--- config.mk ---
export PLATFORM = sky130hd
export DESIGN_NAME = game_load_seq
export DESIGN_NICKNAME = d
export VERILOG_FILES = /design/src/rtl/game_load_seq.sv
export SDC_FILE = /design/constraint.sdc
export NUM_CORES = 1
export LEC_CHECK = 0
export BUFFER_PORTS_ARGS = -buffer_cell sky130_fd_sc_hd__buf_4
export CAP_MARGIN = 30
export CELL_PAD_IN_SITES_DETAIL_PLACEMENT = 0
export CELL_PAD_IN_SITES_GLOBAL_PLACEMENT = 1
export CORE_MARGIN = 5
export CORE_UTILIZATION = 46
export DETAILED_ROUTE_END_ITERATION = 8
export GPL_ROUTABILITY_DRIVEN = 0
export HOLD_SLACK_MARGIN = 0.02
export PLACE_DENSITY_LB_ADDON = 0.3
export SLEW_MARGIN = 15
export SYNTH_ARGS = -nofsm -noshare
export SYNTH_HDL_FRONTEND = slang
export SYNTH_SLANG_ARGS = --single-unit
--- constraint.sdc ---
create_clock -name clk -period 2.3 [get_ports clk]
set_clock_uncertainty 0.05 [all_clocks]
set_input_delay 0.115 -clock clk [delete_from_list [all_inputs] [get_ports clk]]
set_output_delay 0.115 -clock clk [all_outputs]
set_load 0.02 [all_outputs]
--- src/rtl/game_load_seq.sv ---
// Top-level game sequencer: SD loads (chart then song) with retry, 3-2-1 countdown, play/pause/reset control.
// Latency: every output is registered and reflects the state entered on the preceding clk edge.
// Backpressure: none; loader done/error pulses are accepted only from the loader currently holding the SD grant.
module game_load_seq #(
    parameter int TICKS_PER_COUNT = 65000000,
    parameter int COUNT_STEPS     = 3,
    parameter int MAX_RETRY       = 2
) (
    input  logic       clk,
    input  logic       reset_n,
    input  logic       pause_SW,
    input  logic       reset_trigger,
    input  logic       chart_done,
    input  logic       song_done,
    input  logic       sd_err,
    output logic       chart_start,
    output logic       song_start,
    output logic [1:0] sd_grant,
    output logic       pause,
    output logic       reset,
    output logic [2:0] countdown,
    output logic [2:0] state,
    output logic       load_fail
);

    typedef enum logic [2:0] {
        IDLE       = 3'd0,
        LOAD_CHART = 3'd1,
        LOAD_SONG  = 3'd2,
        COUNTDOWN  = 3'd3,
        PLAY       = 3'd4,
        PAUSED     = 3'd5,
        ERROR      = 3'd6
    } state_t;

    localparam int             TW          = (TICKS_PER_COUNT > 1) ? $clog2(TICKS_PER_COUNT) : 1;
    localparam logic [TW-1:0]  TICK_LAST   = TW'(TICKS_PER_COUNT - 1);
    localparam logic [2:0]     STEPS       = 3'(COUNT_STEPS);
    localparam logic [1:0]     RETRY_MAX   = 2'(MAX_RETRY);
    localparam logic [1:0]     GRANT_NONE  = 2'b00;
    localparam logic [1:0]     GRANT_CHART = 2'b01;
    localparam logic [1:0]     GRANT_SONG  = 2'b10;

    state_t        state_q, state_d;
    logic [1:0]    retry_q, retry_d;
    logic [TW-1:0] tick_q, tick_d;
    logic [2:0]    digit_q, digit_d;
    logic [1:0]    grant_q, grant_d;
    logic          chart_start_q, chart_start_d;
    logic          song_start_q, song_start_d;
    logic          reset_q, reset_d;
    logic          pause_q, pause_d;
    logic          load_fail_q, load_fail_d;

    always_ff @(posedge clk or negedge reset_n) begin
        if (!reset_n) begin
            state_q       <= IDLE;
            retry_q       <= '0;
            tick_q        <= '0;
            digit_q       <= '0;
            grant_q       <= GRANT_NONE;
            chart_start_q <= 1'b0;
            song_start_q  <= 1'b0;
            reset_q       <= 1'b0;
            pause_q       <= 1'b1;
            load_fail_q   <= 1'b0;
        end else begin
            state_q       <= state_d;
            retry_q       <= retry_d;
            tick_q        <= tick_d;
            digit_q       <= digit_d;
            grant_q       <= grant_d;
            chart_start_q <= chart_start_d;
            song_start_q  <= song_start_d;
            reset_q       <= reset_d;
            pause_q       <= pause_d;
            load_fail_q   <= load_fail_d;
        end
    end

    always_comb begin
        state_d       = state_q;
        retry_d       = retry_q;
        tick_d        = tick_q;
        digit_d       = digit_q;
        grant_d       = grant_q;
        chart_start_d = 1'b0;
        song_start_d  = 1'b0;
        reset_d       = 1'b0;
        load_fail_d   = load_fail_q;

        case (state_q)
            IDLE: begin
                state_d       = LOAD_CHART;
                grant_d       = GRANT_CHART;
                chart_start_d = 1'b1;
                retry_d       = '0;
            end
            LOAD_CHART: begin
                // done outranks a simultaneous error
                if (chart_done) begin
                    state_d      = LOAD_SONG;
                    grant_d      = GRANT_SONG;
                    song_start_d = 1'b1;
                    retry_d      = '0;
                end else if (sd_err) begin
                    if (retry_q < RETRY_MAX) begin
                        retry_d       = retry_q + 2'd1;
                        chart_start_d = 1'b1;
                    end else begin
                        state_d     = ERROR;
                        grant_d     = GRANT_NONE;
                        load_fail_d = 1'b1;
                    end
                end
            end
            LOAD_SONG: begin
                if (song_done) begin
                    state_d = COUNTDOWN;
                    grant_d = GRANT_NONE;
                    digit_d = STEPS;
                    tick_d  = '0;
                    retry_d = '0;
                end else if (sd_err) begin
                    if (retry_q < RETRY_MAX) begin
                        retry_d      = retry_q + 2'd1;
                        song_start_d = 1'b1;
                    end else begin
                        state_d     = ERROR;
                        grant_d     = GRANT_NONE;
                        load_fail_d = 1'b1;
                    end
                end
            end
            COUNTDOWN: begin
                if (!pause_SW) begin
                    if (tick_q == TICK_LAST) begin
                        tick_d = '0;
                        if (digit_q <= 3'd1) begin
                            state_d = PLAY;
                            digit_d = 3'd0;
                        end else begin
                            digit_d = digit_q - 3'd1;
                        end
                    end else begin
                        tick_d = tick_q + TW'(1);
                    end
                end
            end
            PLAY: begin
                if (pause_SW) state_d = PAUSED;
            end
            PAUSED: begin
                if (reset_trigger) begin
                    state_d = IDLE;
                    reset_d = 1'b1;
                end else if (!pause_SW) begin
                    state_d = COUNTDOWN;
                    digit_d = STEPS;
                    tick_d  = '0;
                end
            end
            ERROR: begin
                if (reset_trigger) begin
                    state_d     = IDLE;
                    reset_d     = 1'b1;
                    load_fail_d = 1'b0;
                end
            end
            default: begin
                state_d = IDLE;
                grant_d = GRANT_NONE;
            end
        endcase

        pause_d = (state_d != PLAY);
    end

    assign chart_start = chart_start_q;
    assign song_start  = song_start_q;
    assign sd_grant    = grant_q;
    assign pause       = pause_q;
    assign reset       = reset_q;
    assign countdown   = digit_q;
    assign state       = state_q;
    assign load_fail   = load_fail_q;

endmodule

Word level (Yosys, flattened, before mapping). Index checks and enable logic that the tools add are counted.

Input bits: 7. Output and inout bits: 13. Register bits after elaboration: 41. Logic and storage cells: 90.

Add/subtract/negate cells: 3. Reductions and logical operators: 9. Mux-type cells: 50. Eq/ne operators: 16. $lt $le $gt $ge: 2.

Operator list (count): 26-bit 2-to-1 mux (5); 26-bit one-hot mux with 3 select lines (1); 3-bit 2-to-1 mux (17); 26-bit by 1-bit adder with 26-bit output, second input constant (1); 26-bit equality test, second input constant (1); 3-bit one-hot mux with 7 select lines (1); 2-bit 2-to-1 mux (8); 2-bit inequality test, second input constant (8); 1-bit 2-to-1 mux (12); 3-bit equality test, second input constant (3); 3-bit one-hot mux with 3 select lines (1); 3-bit nonzero test (3); 2-bit one-hot mux with 4 select lines (1); 3-bit by 2-bit equality test with 1-bit output, second input constant (2); 2-bit one-hot mux with 3 select lines (1); 6-bit AND reduction (1); 5-bit AND reduction (1); 1-bit one-hot mux with 2 select lines (2); 4-bit AND reduction (1); 4-bit OR reduction (1); 3-bit by 1-bit equality test with 1-bit output, second input constant (1); 3-bit by 1-bit <= comparator with 1-bit output, second input constant (1); 3-bit logical NOT (1); 3-bit inequality test, second input constant (1); other kinds (5) (5).

Depth between registers and ports, before layout. Gate-level depths: netlist of run 1.

Depth after elaboration: 6. Mapped depth: 8. Depth with buffers taken out: 7.

Worst setup path after synthesis of run 1. No wires, ideal clock.

Path kind: flip-flop to flip-flop. Start point: reg tick_q[0]. End point: reg tick_q[12]. Library setup time: 0.082 ns. Arrival time: 1.755 ns. Path slack: 0.413 ns. Required time: 2.168 ns. Cell stages (with the launch flop): 9. Buffers on the path: 2. Clock period less this slack: 1.887 ns. Cells stage by stage: dfrtp_1 -> ha_1 -> and3_1 -> buf_2 -> and4_4 -> a21oi_2 -> buf_4 -> o21ai_0 -> a31oi_1.

Cells in the longest elaborated chain, start to end: 4. Elaborated cells between the ends (all ways): 5. Those cells by class: 1 x add/sub; 1 x eq/ne; 3 x mux.

Ends and longest elaborated chain: from (decl) (line 46) `logic [TW-1:0] tick_q, tick_d;`; from (signal assigned) (line 70) `tick_q <= tick_d;`; 26-bit by 1-bit adder with 26-bit output / 26-bit equality test (equally long branches) (line 146, 137); 26-bit 2-to-1 mux * (line 137) `if (tick_q == TICK_LAST) begin`; 26-bit 2-to-1 mux * (line 136) `if (!pause_SW) begin`; 26-bit one-hot mux with 3 select lines * (line 92) `case (state_q)`.

Every way passes the cells marked *; elsewhere a longest branch is shown, timed or not. The select of a mux whose other input is x is not followed. A chain may end at the register's enable or synchronous reset.

Worst setup path in the final report of run 1.
Start point: reg tick_q[0]. End point: reg tick_q[16].

The elaborated chain is that of the path after synthesis.

==> impl_results.md, run 1 <==
* R2r setup slk at around 0.29 ns
* Synth cell types at 52
* Synthesized cell area at ~2500 sq um
* Bufs on Longest Clock Path at 2
* Row count at 26
* Max Slew Vio Count at 0
* CTS clk-pin slew, worst paths at approximately 0.08 ns
* Clk root buf: clkbuf_8
* Wirelength per Cell at 15.4 um
* Die footprint at 6980 sq um
* Maximum vdd drop at between 0.3 and 0.4 mV
* Total track usage at ~17%
* Area fraction of the dominant cell type after synthesis at between 40 and 50%
* First-pass DRT Iterations at 4
* Ys async rst share at 100%
* Worst Hold Class: input port to flop
* Dpl ws at ~0.32 ns
* # Max-Cap Violations at 0
* CP Data Arrival Time at approximately 2.2 ns
* Vias in the first global route at roughly 1900
* Cells along the critical path: ha_1 -> and3_1 -> and4_4 -> a21oi_2 -> buf_4 -> nor2_1 -> buf_4 -> nor3_1
* Syn-to-layout area delta at 14.8%
* Core Box Area at ~5200 sq um
* Avg Cell Area, Syn at roughly 9.1 sq um
* Hold Vio Cnt, Final at 0
* CTS Buf Count at 5
* Synth area leaders: dfrtp_1, nand2_1, a21oi_1
* Total gr overflow at 0
* Worst Path Buf+Inv at 2
* # DRC at 0
* Post-DP HPWL at between 4000 and 5000 um
* DR iter-0 viols at approximately 200
* Crit path max fanout at 12
* Post-Layout Inst Area at roughly 2900 sq um
* Final worst slack at 0.291 ns
* Tcrit/Tclk final at between 80% and 90%
* CP Launch Type: flop
* CP Class: flop to flop
* TNS Setup at 0 ns
* Kind of cell adding the most delay to the critical path: simple AND/OR/NAND/NOR gates
* Global-route wire length before repair at 9830 um
* Worst-margin pin slew at roughly 0.53 ns
* Slew HR at approximately 65%
* Antenna violations before repair at 0
* Core Util, Final at a little under three fifths
* Fmax at around 500 MHz
* Static leakage at 1.25 nW
* Vias at approximately 2100
* Post-layout min period at between 2 and 2.5 ns
* Syn. warnings at 0
* Routed wire length at 5670 um
* Largest net degree at the start of global routing at 42
* Critical path required time at between 2 and 2.5 ns
* Antenna viol nets, final at 0
* Worst hold margin at approximately 0.09 ns
* Layout cells sized above 1 at a little under a fifth
* Ant diodes at 0
* Seq/Total Area, Yosys at between 40% and 50%
* Most frequent cell on the critical path: buf_4
* # setup viols final at 0
* Synth Instances at 273
* Slowest CP cell: dfrtp_1
* Power Density at 854 nW/um^2
* CTS Hold Bufs at 1
* Die height at approximately 84 um
* Number of enable flip-flop cells after synthesis at 0
* Clk sink count at 41
* Worst setup startpoint: tick_q[0]$_DFFE_PN0P_
* I/O Buffers at 19
* Die X at between 80 and 90 um
* Max stage delay on crit path at roughly 0.44 ns
* Min-delay src: sd_err
* CTS tree: yes
* Cell accounting for the most synthesized area: dfrtp_1
* RSZ-0062 raised after global routing: false
* CTS H-tree lvls at 2
* Syn nets at 284
* NumNets Final at approximately 310
* Initial Util at around half
* # IOs at 20
* Post-CTS Setup Repair Bufs at 0
* Cts repair resizes at 0
* Status: finished clean
* Dpl cell area at between 2000 and 3000 sq um
* Worst-Skew Late Latency at 0.30 ns
* Worst r2r src: tick_q[0]$_DFFE_PN0P_
* CP endpoint kind: flop
* Most used DFF post-synth: dfrtp_1
* Vias per cell at between 5 and 6
* Register bit count reported by yosys at between 40 and 50
cells in the final DEF, fill, tap and decap left out, types with 3 or more instances in the layout:
cell / Yosys / layout
dfrtp_1: 40 / 40
clkbuf_8: 0 / 6
o22a_1: 3 / 3
nand2b_1: 5 / 5
nor3_1: 11 / 11
xnor2_1: 8 / 8
inv_1: 12 / 12
and3_1: 7 / 7
and4_1: 6 / 6
buf_4: 3 / 30
o22ai_1: 3 / 3
o31ai_1: 4 / 4
o21ai_0: 17 / 17
nand3_1: 12 / 12
ha_1: 4 / 4
and2_1: 3 / 3
o211ai_1: 3 / 3
nand2_1: 27 / 27
nor2_1: 23 / 23
a31oi_1: 8 / 8
a41oi_1: 4 / 4
a21oi_1: 18 / 18
nand4_1: 9 / 9
final timing paths:
check                      cells after the start                       to
setup / recovery                               8   tick_q[16]$_DFFE_PN0P_
hold / removal                                 3   retry_q[1]$_DFFE_PN0P_
setup reg to reg                               8   tick_q[16]$_DFFE_PN0P_
hold reg to reg                                2   retry_q[0]$_DFFE_PN0P_
max in group asynchronous                      2          pause$_DFF_PN1_
min in group asynchronous                      2  sd_grant[0]$_DFFE_PN0N_
through the flow:
stage                     power [W]  cells
after global routing        0.00259    369
final                       0.00244    369
after global placement      0.00184    360
after detailed placement    0.00184    360
after floorplan             0.00153    273
after CTS                   0.00246    369
worst reg2reg max path: stages (launching register included):
cell     delay, ns
dfrtp_1       0.44
ha_1          0.26
and3_1        0.20
and4_4        0.19
a21oi_2       0.15
buf_4         0.18
nor2_1        0.05
buf_4         0.19
nor3_1        0.22
registers in the layout, indices dropped and copies added (netlist names):
register     count
load_fail        1
reset            1
countdown        3
song_start       1
retry_q          2
chart_start      1
tick_q          26
state            3
sd_grant         2
pause            1
where the power goes:
part / switching [W] / internal [W] / leakage (nW)
clock: 0.000257 / 0.000353 / 0.0574
combinational: 0.000580 / 0.000349 / 0.646
sequential: 0.0000929 / 0.000808 / 0.542
total: 0.000930 / 0.00151 / 1.25
cell type report:
class	count	area (sq um)
Clock buffer	6	82.6
Clock inverter	2	37.5
Fill cell	467	2320
Inverter	12	45.0
Multi-Input combinational cell	207	1340
Sequential cell	41	1030
Tap cell	70	87.6
Timing Repair Buffer	31	235
logic make-up after synthesis:
family / after synthesis / synth area share (%)
adder cells (fa/ha/maj): 4 / 2.01
flip-flops: 41 / 41.3
AO/OA/AOI/OAI: 72 / 18.8
buffers and inverters: 25 / 4.78
XOR/XNOR: 10 / 3.52
AND/OR/NAND/NOR: 120 / 29.2
multiplexers: 1 / 0.402
Yosys cell counts, drive strengths merged (2+ instances only):
cell type,n
dfrtp,40
nand2,27
nor2,23
a21oi,19
o21ai,17
inv,12
nand3,12
nor3,11
nand4,10
buf,9
a31oi,8
xnor2,8
and3,7
and4,7
nand2b,5
nor4b,5
a41oi,4
clkbuf,4
ha,4
o31ai,4
and2,3
o211ai,3
o22a,3
o22ai,3
or2,3
a211o,2
a211oi,2
a21boi,2
and4bb,2
nor4,2
xor2,2
layer usage:
metal,global-route usage [%],vias to the layer above,wire (um)
li1,-,1052,-
met1,25.9,1013,2910
met2,23.8,46,2410
met3,3.75,7,275
met4,4.97,0,71
met5,0,-,0
No activity file was read; power rests on OpenSTA's default activity.
==> run 2, diff against run 1 <==
==> constraint.sdc (replaced) <==
create_clock -name clk -period 2.3 [get_ports clk]
set_clock_uncertainty 0.05 [all_clocks]
set_input_delay 0.345 -clock clk [delete_from_list [all_inputs] [get_ports clk]]
set_output_delay 0.345 -clock clk [all_outputs]
set_load 0.02 [all_outputs]
==> impl_results.md, run 2 (synthesis results as in run 1) <==
* First-pass DRT Iterations at 4 (unchanged)
* Slowest CP cell: dfrtp_1 (unchanged)
* DR iter-0 viols at 153 (was 195)
* Worst-margin pin slew at 0.516 ns (was 0.526 ns)
* Clock power frac at 20.7% (was 25.0%)
* Die height at 83.5 um (unchanged)
* Clk sink count at 41 (unchanged)
* Total track usage at 16.4% (was 17.0%)
* Syn-to-layout area delta at 13.6% (was 14.8%)
* CP Launch Type: flop (unchanged)
* Vias per cell at 5.78 (was 5.74)
* Critical path required time at 2.46 ns (about the same)
* Vias at 2127 (was 2118)
* R2r setup slk at 0.27 ns (was 0.29 ns)
* Cells along the critical path: nor4b_1 -> and4_1 -> a21oi_2 -> buf_4 -> nor3_1 -> o211ai_1 (was ha_1 -> and3_1 -> and4_4 -> a21oi_2 -> buf_4 -> nor2_1 -> buf_4 -> nor3_1)
* Die footprint at 6980 sq um (unchanged)
* Sw Ratio at 39.6% (was 38.1%)
* Max reg flops at 26 (unchanged)
* Max stage delay on crit path at 0.49 ns (was 0.44 ns)
* Power Total at 0.00233 W (was 0.00244 W)
* Comb pwr share at 40.4% (was 38.1%)
* Maximum vdd drop at 0.385 mV (was 0.386 mV)
* Wirelength per Cell at 15.0 um (was 15.4 um)
* Core Box Area at 5170 sq um (unchanged)
* Worst r2r src: tick_q[8]$_DFFE_PN0P_ (was tick_q[0]$_DFFE_PN0P_)
* Layout cells sized above 1 at 17.8% (was 18.1%)
* Status: finished clean (unchanged)
* Vias in the first global route at 1975 (was 1926)
* Bufs on Longest Clock Path at 2 (unchanged)
* # DRC at 0 (unchanged)
* Commonest non-fill, non-tap cell in the layout: dfrtp_1 (unchanged)
* Slew HR at 65.6% (was 65.0%)
* # IOs at 20 (unchanged)
* Post-DP HPWL at 3990 um (was 4040 um)
* Total gr overflow at 0 (unchanged)
* Fmax at 492 MHz (was 498 MHz)
* Post-layout min period at 2.03 ns (was 2.01 ns)
* CTS H-tree lvls at 2 (unchanged)
* Worst Hold Class: input port to flop (unchanged)
* Initial Util at 48.1% (unchanged)
* Worst-Skew Late Latency at 0.29 ns (was 0.30 ns)
* Antenna viol nets, final at 0 (unchanged)
* CTS Buf Count at 5 (unchanged)
* Routed wire length at 5530 um (was 5670 um)
* Switch Pwr at 0.000921 W (was 0.000930 W)
* Clk root buf: clkbuf_8 (unchanged)
* Largest net degree at the start of global routing at 42 (unchanged)
* CP Data Arrival Time at 2.19 ns (was 2.17 ns)
* CTS clk-pin slew, worst paths at 0.08 ns (about the same)
* CP endpoint kind: flop (unchanged)
* Antenna violations before repair at 0 (unchanged)
* Worst setup startpoint: tick_q[8]$_DFFE_PN0P_ (was tick_q[0]$_DFFE_PN0P_)
* Max Slew Vio Count at 0 (unchanged)
* CP Class: flop to flop (unchanged)
* NumNets Final at 309 (unchanged)
* Footprint of the multi-input gates at 1340 sq um (unchanged)
* Internal power at 0.00141 W (was 0.00151 W)
* Global-route wire length before repair at 9470 um (was 9830 um)
* Sequential cell area at 1030 sq um (unchanged)
* Most frequent cells in the layout: dfrtp_1, buf_4, nand2_1 (unchanged)
* Crit path max fanout at 8 (was 12)
* Tcrit/Tclk final at 88.4% (was 87.4%)
* # setup viols final at 0 (unchanged)
* Ant diodes at 0 (unchanged)
* I/O Buffers at 19 (unchanged)
* # Max-Cap Violations at 0 (unchanged)
* RSZ-0062 raised after global routing: false (unchanged)
* TNS Setup at 0 ns (unchanged)
* Die X at 83.5 um (unchanged)
* CTS tree: yes (unchanged)
* Hold Vio Cnt, Final at 0 (unchanged)
* Min-delay src: reset_trigger (was sd_err)
* Cts repair resizes at 0 (unchanged)
* Power Density at 823 nW/um^2 (was 854 nW/um^2)
* Row count at 26 (unchanged)
* Most flops, register: tick_q (unchanged)
* Sequential power share at 38.9% (was 36.9%)
* Layout fillers at 467 (unchanged)
* Static leakage at 1.23 nW (was 1.25 nW)
## run 2: cell count changes in the layout (fill, tap and decap cells not counted)
cell / before / now
bufinv_16: 1 / 0
## run 2: through the flow
| stage | std cells | utilization [%] | setup slack [ns] | hold WS [ns] | cell area [sq um] |
|---|---|---|---|---|---|
| 2_1_floorplan | 273 | - | 0.413 | -0.000591 | 2490 |
| 3_3_place_gp | 360 | 52.7 | 0.364 | 0.316 | 2730 |
| 3_5_place_dp | 360 | 52.7 | 0.286 | 0.311 | 2730 |
| 4_1_cts | 368 | 54.6 | 0.261 | 0.314 | 2830 |
| 5_1_grt | 368 | 54.6 | 0.121 | 0.323 | 2830 |
| 6_report | 368 | 54.6 | 0.267 | 0.319 | 2830 |
## run 2: area by class of cell
type,instances,area share [%]
well taps,70,3.10
repair buffers,31,8.32
clock inverters,1,0.266
inverters,12,1.59
flip-flops and latches,41,36.3
clock buffers,6,2.92
multi-input cells,207,47.5
## run 2: power by group through the flow
stage	logic, W	registers [W]	clock network (W)
after floorplan	0.000568	0.000960	0
after global placement	0.000941	0.000913	0
after detailed placement	0.000934	0.000918	0
after CTS	0.000943	0.000902	0.000498
after global routing	0.00104	0.000918	0.000528
final	0.000940	0.000904	0.000483
## run 2: layer usage
metal  vias to the layer above  GRT usage, %  part of all wire, %
li1                       1052             -                    -
met1                      1030          24.1                   52
met2                        36          23.7                   43
met3                         9          3.36                  3.7
met4                         0          6.14                  1.8
met5                         -             0                    0
## run 2: worst paths after layout
| check | to | cells past startpoint |
|---|---|---|
| hold reg to reg | retry_q[0]$_DFFE_PN0P_ | 2 |
| setup reg to reg | pause$_DFF_PN1_ | 6 |
| hold / removal | reset$_DFF_PN0_ | 3 |
| min in group asynchronous | tick_q[1]$_DFFE_PN0P_ | 2 |
| setup / recovery | pause$_DFF_PN1_ | 6 |
| max in group asynchronous | pause$_DFF_PN1_ | 2 |
## run 2: timing repair
action / in CTS / in global routing
hold buffers: 1 / 0
buffers inserted: 0 / 0
hold endpoints to repair: 40 / 0
## run 2: worst max-delay path: cells and delay by family (launching register included)
| family | cells | cell delay [ns] |
|---|---|---|
| AO/OA/AOI/OAI | 2 | 0.24 |
| buffers and inverters | 1 | 0.16 |
| flip-flops | 1 | 0.49 |
| AND/OR/NAND/NOR | 3 | 1.00 |
==> run 3, diff against run 2 <==
ABC_CLOCK_PERIOD_IN_PS = 2300   (was default)
CORE_UTILIZATION = 45   (was 46)
==> impl_results.md, run 3 (synthesis results as in run 1) <==
* Status: finished clean (unchanged)
* Core Box Area at 5440 sq um (was 5170 sq um)
* Vias per cell at 5.85 (was 5.78)
* CTS tree: yes (unchanged)
* Hold Vio Cnt, Final at 0 (unchanged)
* Clk sink count at 41 (unchanged)
* Dpl cell area at 2720 sq um (was 2730 sq um)
* Layout cells sized above 1 at 17.1% (was 17.8%)
* DR iter-0 viols at 77 (was 153)
* Commonest non-fill, non-tap cell in the layout: dfrtp_1 (unchanged)
* Global-route wire length before repair at 10300 um (was 9470 um)
* Static leakage at 1.22 nW (was 1.23 nW)
* Die footprint at 7110 sq um (was 6980 sq um)
* Most flops, register: tick_q (unchanged)
* R2R depth at 6 (unchanged)
* Tcrit/Tclk final at 85.3% (was 88.4%)
* Routed wire length at 5790 um (was 5530 um)
* # IOs at 20 (unchanged)
* Post-layout min period at 1.96 ns (was 2.03 ns)
* Max stage delay on crit path at 0.49 ns (about the same)
* Critical path required time at 2.44 ns (was 2.46 ns)
* Post-Layout Inst Area at 2810 sq um (was 2830 sq um)
* Worst-margin pin slew at 0.527 ns (was 0.516 ns)
* CP Class: flop to flop (unchanged)
* Initial Util at 45.7% (was 48.1%)
* CP Launch Type: flop (unchanged)
* Most frequent cells in the layout: dfrtp_1, buf_4, nand2_1 (unchanged)
* Power Density at 817 nW/um^2 (was 823 nW/um^2)
* CTS clk-pin slew, worst paths at 0.08 ns (about the same)
* Antenna viol nets, final at 0 (unchanged)
* CP Data Arrival Time at 2.10 ns (was 2.19 ns)
* Cells along the critical path: nor4b_1 -> and4_1 -> a21oi_2 -> buf_4 -> a21o_1 -> a22o_1 (was nor4b_1 -> and4_1 -> a21oi_2 -> buf_4 -> nor3_1 -> o211ai_1)
* Vias at 2166 (was 2127)
* Worst Hold Class: input port to flop (unchanged)
* Worst Path Buf+Inv at 1 (unchanged)
* Die X at 84.3 um (was 83.5 um)
* Maximum vdd drop at 0.375 mV (was 0.385 mV)
* NumNets Final at 308 (was 309)
* Antenna violations before repair at 0 (unchanged)
* Largest net degree at the start of global routing at 42 (unchanged)
* Kind of cell adding the most delay to the critical path: simple AND/OR/NAND/NOR gates (unchanged)
* Worst-Skew Late Latency at 0.29 ns (about the same)
* First-pass DRT Iterations at 4 (unchanged)
* Final worst slack at 0.338 ns (was 0.267 ns)
* Fmax at 510 MHz (was 492 MHz)
* Crit path max fanout at 10 (was 8)
* Bufs on Longest Clock Path at 2 (unchanged)
* Row count at 27 (was 26)
* Post-DP HPWL at 4140 um (was 3990 um)
* Clk root buf: clkbuf_8 (unchanged)
* Wirelength per Cell at 15.6 um (was 15.0 um)
* TNS Setup at 0 ns (unchanged)
* CP endpoint kind: flop (unchanged)
* # Max-Cap Violations at 0 (unchanged)
* Total track usage at 17.4% (was 16.4%)
* Cts repair resizes at 0 (unchanged)
* Slew HR at 64.9% (was 65.6%)
* Hold depth at 3 (unchanged)
* CTS Buf Count at 5 (unchanged)
* # DRC at 0 (unchanged)
* Ant diodes at 0 (unchanged)
* Stages on the worst setup path at 6 (unchanged)
* Vias in the first global route at 2044 (was 1975)
* Dpl ws at 0.344 ns (was 0.286 ns)
* RSZ-0062 raised after global routing: false (unchanged)
* Syn-to-layout area delta at 13.1% (was 13.6%)
* Die height at 84.3 um (was 83.5 um)
* I/O Buffers at 19 (unchanged)
* Total gr overflow at 0 (unchanged)
* Max Slew Vio Count at 0 (unchanged)
* CTS H-tree lvls at 2 (unchanged)
* Max reg flops at 26 (unchanged)
* Slowest CP cell: dfrtp_1 (unchanged)
* # setup viols final at 0 (unchanged)
run 3: cell type report:
class | instances | area, sq um
Sequential cell | 41 | 1030
Timing Repair Buffer | 30 | 228
Tap cell | 72 | 90.1
Fill cell | 526 | 2630
Multi-Input combinational cell | 207 | 1340
Clock buffer | 7 | 76.3
Inverter | 12 | 45.0
Clock inverter | 1 | 5.00
run 3: path summary, 6_finish.rpt:
kind | slack, ns | from | endpoint
worst max-delay path | 0.34 | tick_q[8]$_DFFE_PN0P_ | tick_q[11]$_DFFE_PN0P_
worst min-delay path | 0.31 | sd_err | retry_q[1]$_DFFE_PN0P_
worst max register to register | 0.34 | tick_q[8]$_DFFE_PN0P_ | tick_q[11]$_DFFE_PN0P_
worst min register to register | 0.45 | retry_q[0]$_DFFE_PN0P_ | retry_q[0]$_DFFE_PN0P_
max in group asynchronous | 1.32 | reset_n | pause$_DFF_PN1_
min in group asynchronous | 0.52 | reset_n | state[1]$_DFF_PN0_
run 3: through the flow:
stage                     hold WS (ns)  instances  utilization [%]  total power [W]
after floorplan              -0.000591        273                -          0.00153
after global placement           0.316        361             50.0          0.00185
after detailed placement         0.313        361             50.0          0.00185
after CTS                        0.302        370             51.7          0.00232
after global routing             0.339        370             51.7          0.00245
final                            0.311        370             51.7          0.00230
run 3: power by group:
group | switching (W) | internal [W] | leakage (nW)
sequential | 0.0000918 | 0.000809 | 0.542
combinational | 0.000583 | 0.000349 | 0.641
clock | 0.000252 | 0.000213 | 0.0422
run 3: routing by layer:
| layer | track usage, % | vias to the layer above | part of all wire [%] |
|---|---|---|---|
| met5 | 0 | - | 0 |
| met4 | 4.60 | 0 | 1.2 |
| met3 | 3.53 | 6 | 4.8 |
| met2 | 27.3 | 50 | 47 |
| met1 | 24.6 | 1059 | 47 |
| li1 | - | 1051 | - |
run 3: repair_timing:
action                                 4_1_cts  5_1_grt
buffers inserted                             0        0
hold buffers                                 1        0
endpoints found under the hold margin       40        0
run 3: tightest hold or removal path, stage by stage:
cell and delay [ns]:
buf_4 0.13, nand2_1 0.07, o21ai_0 0.07
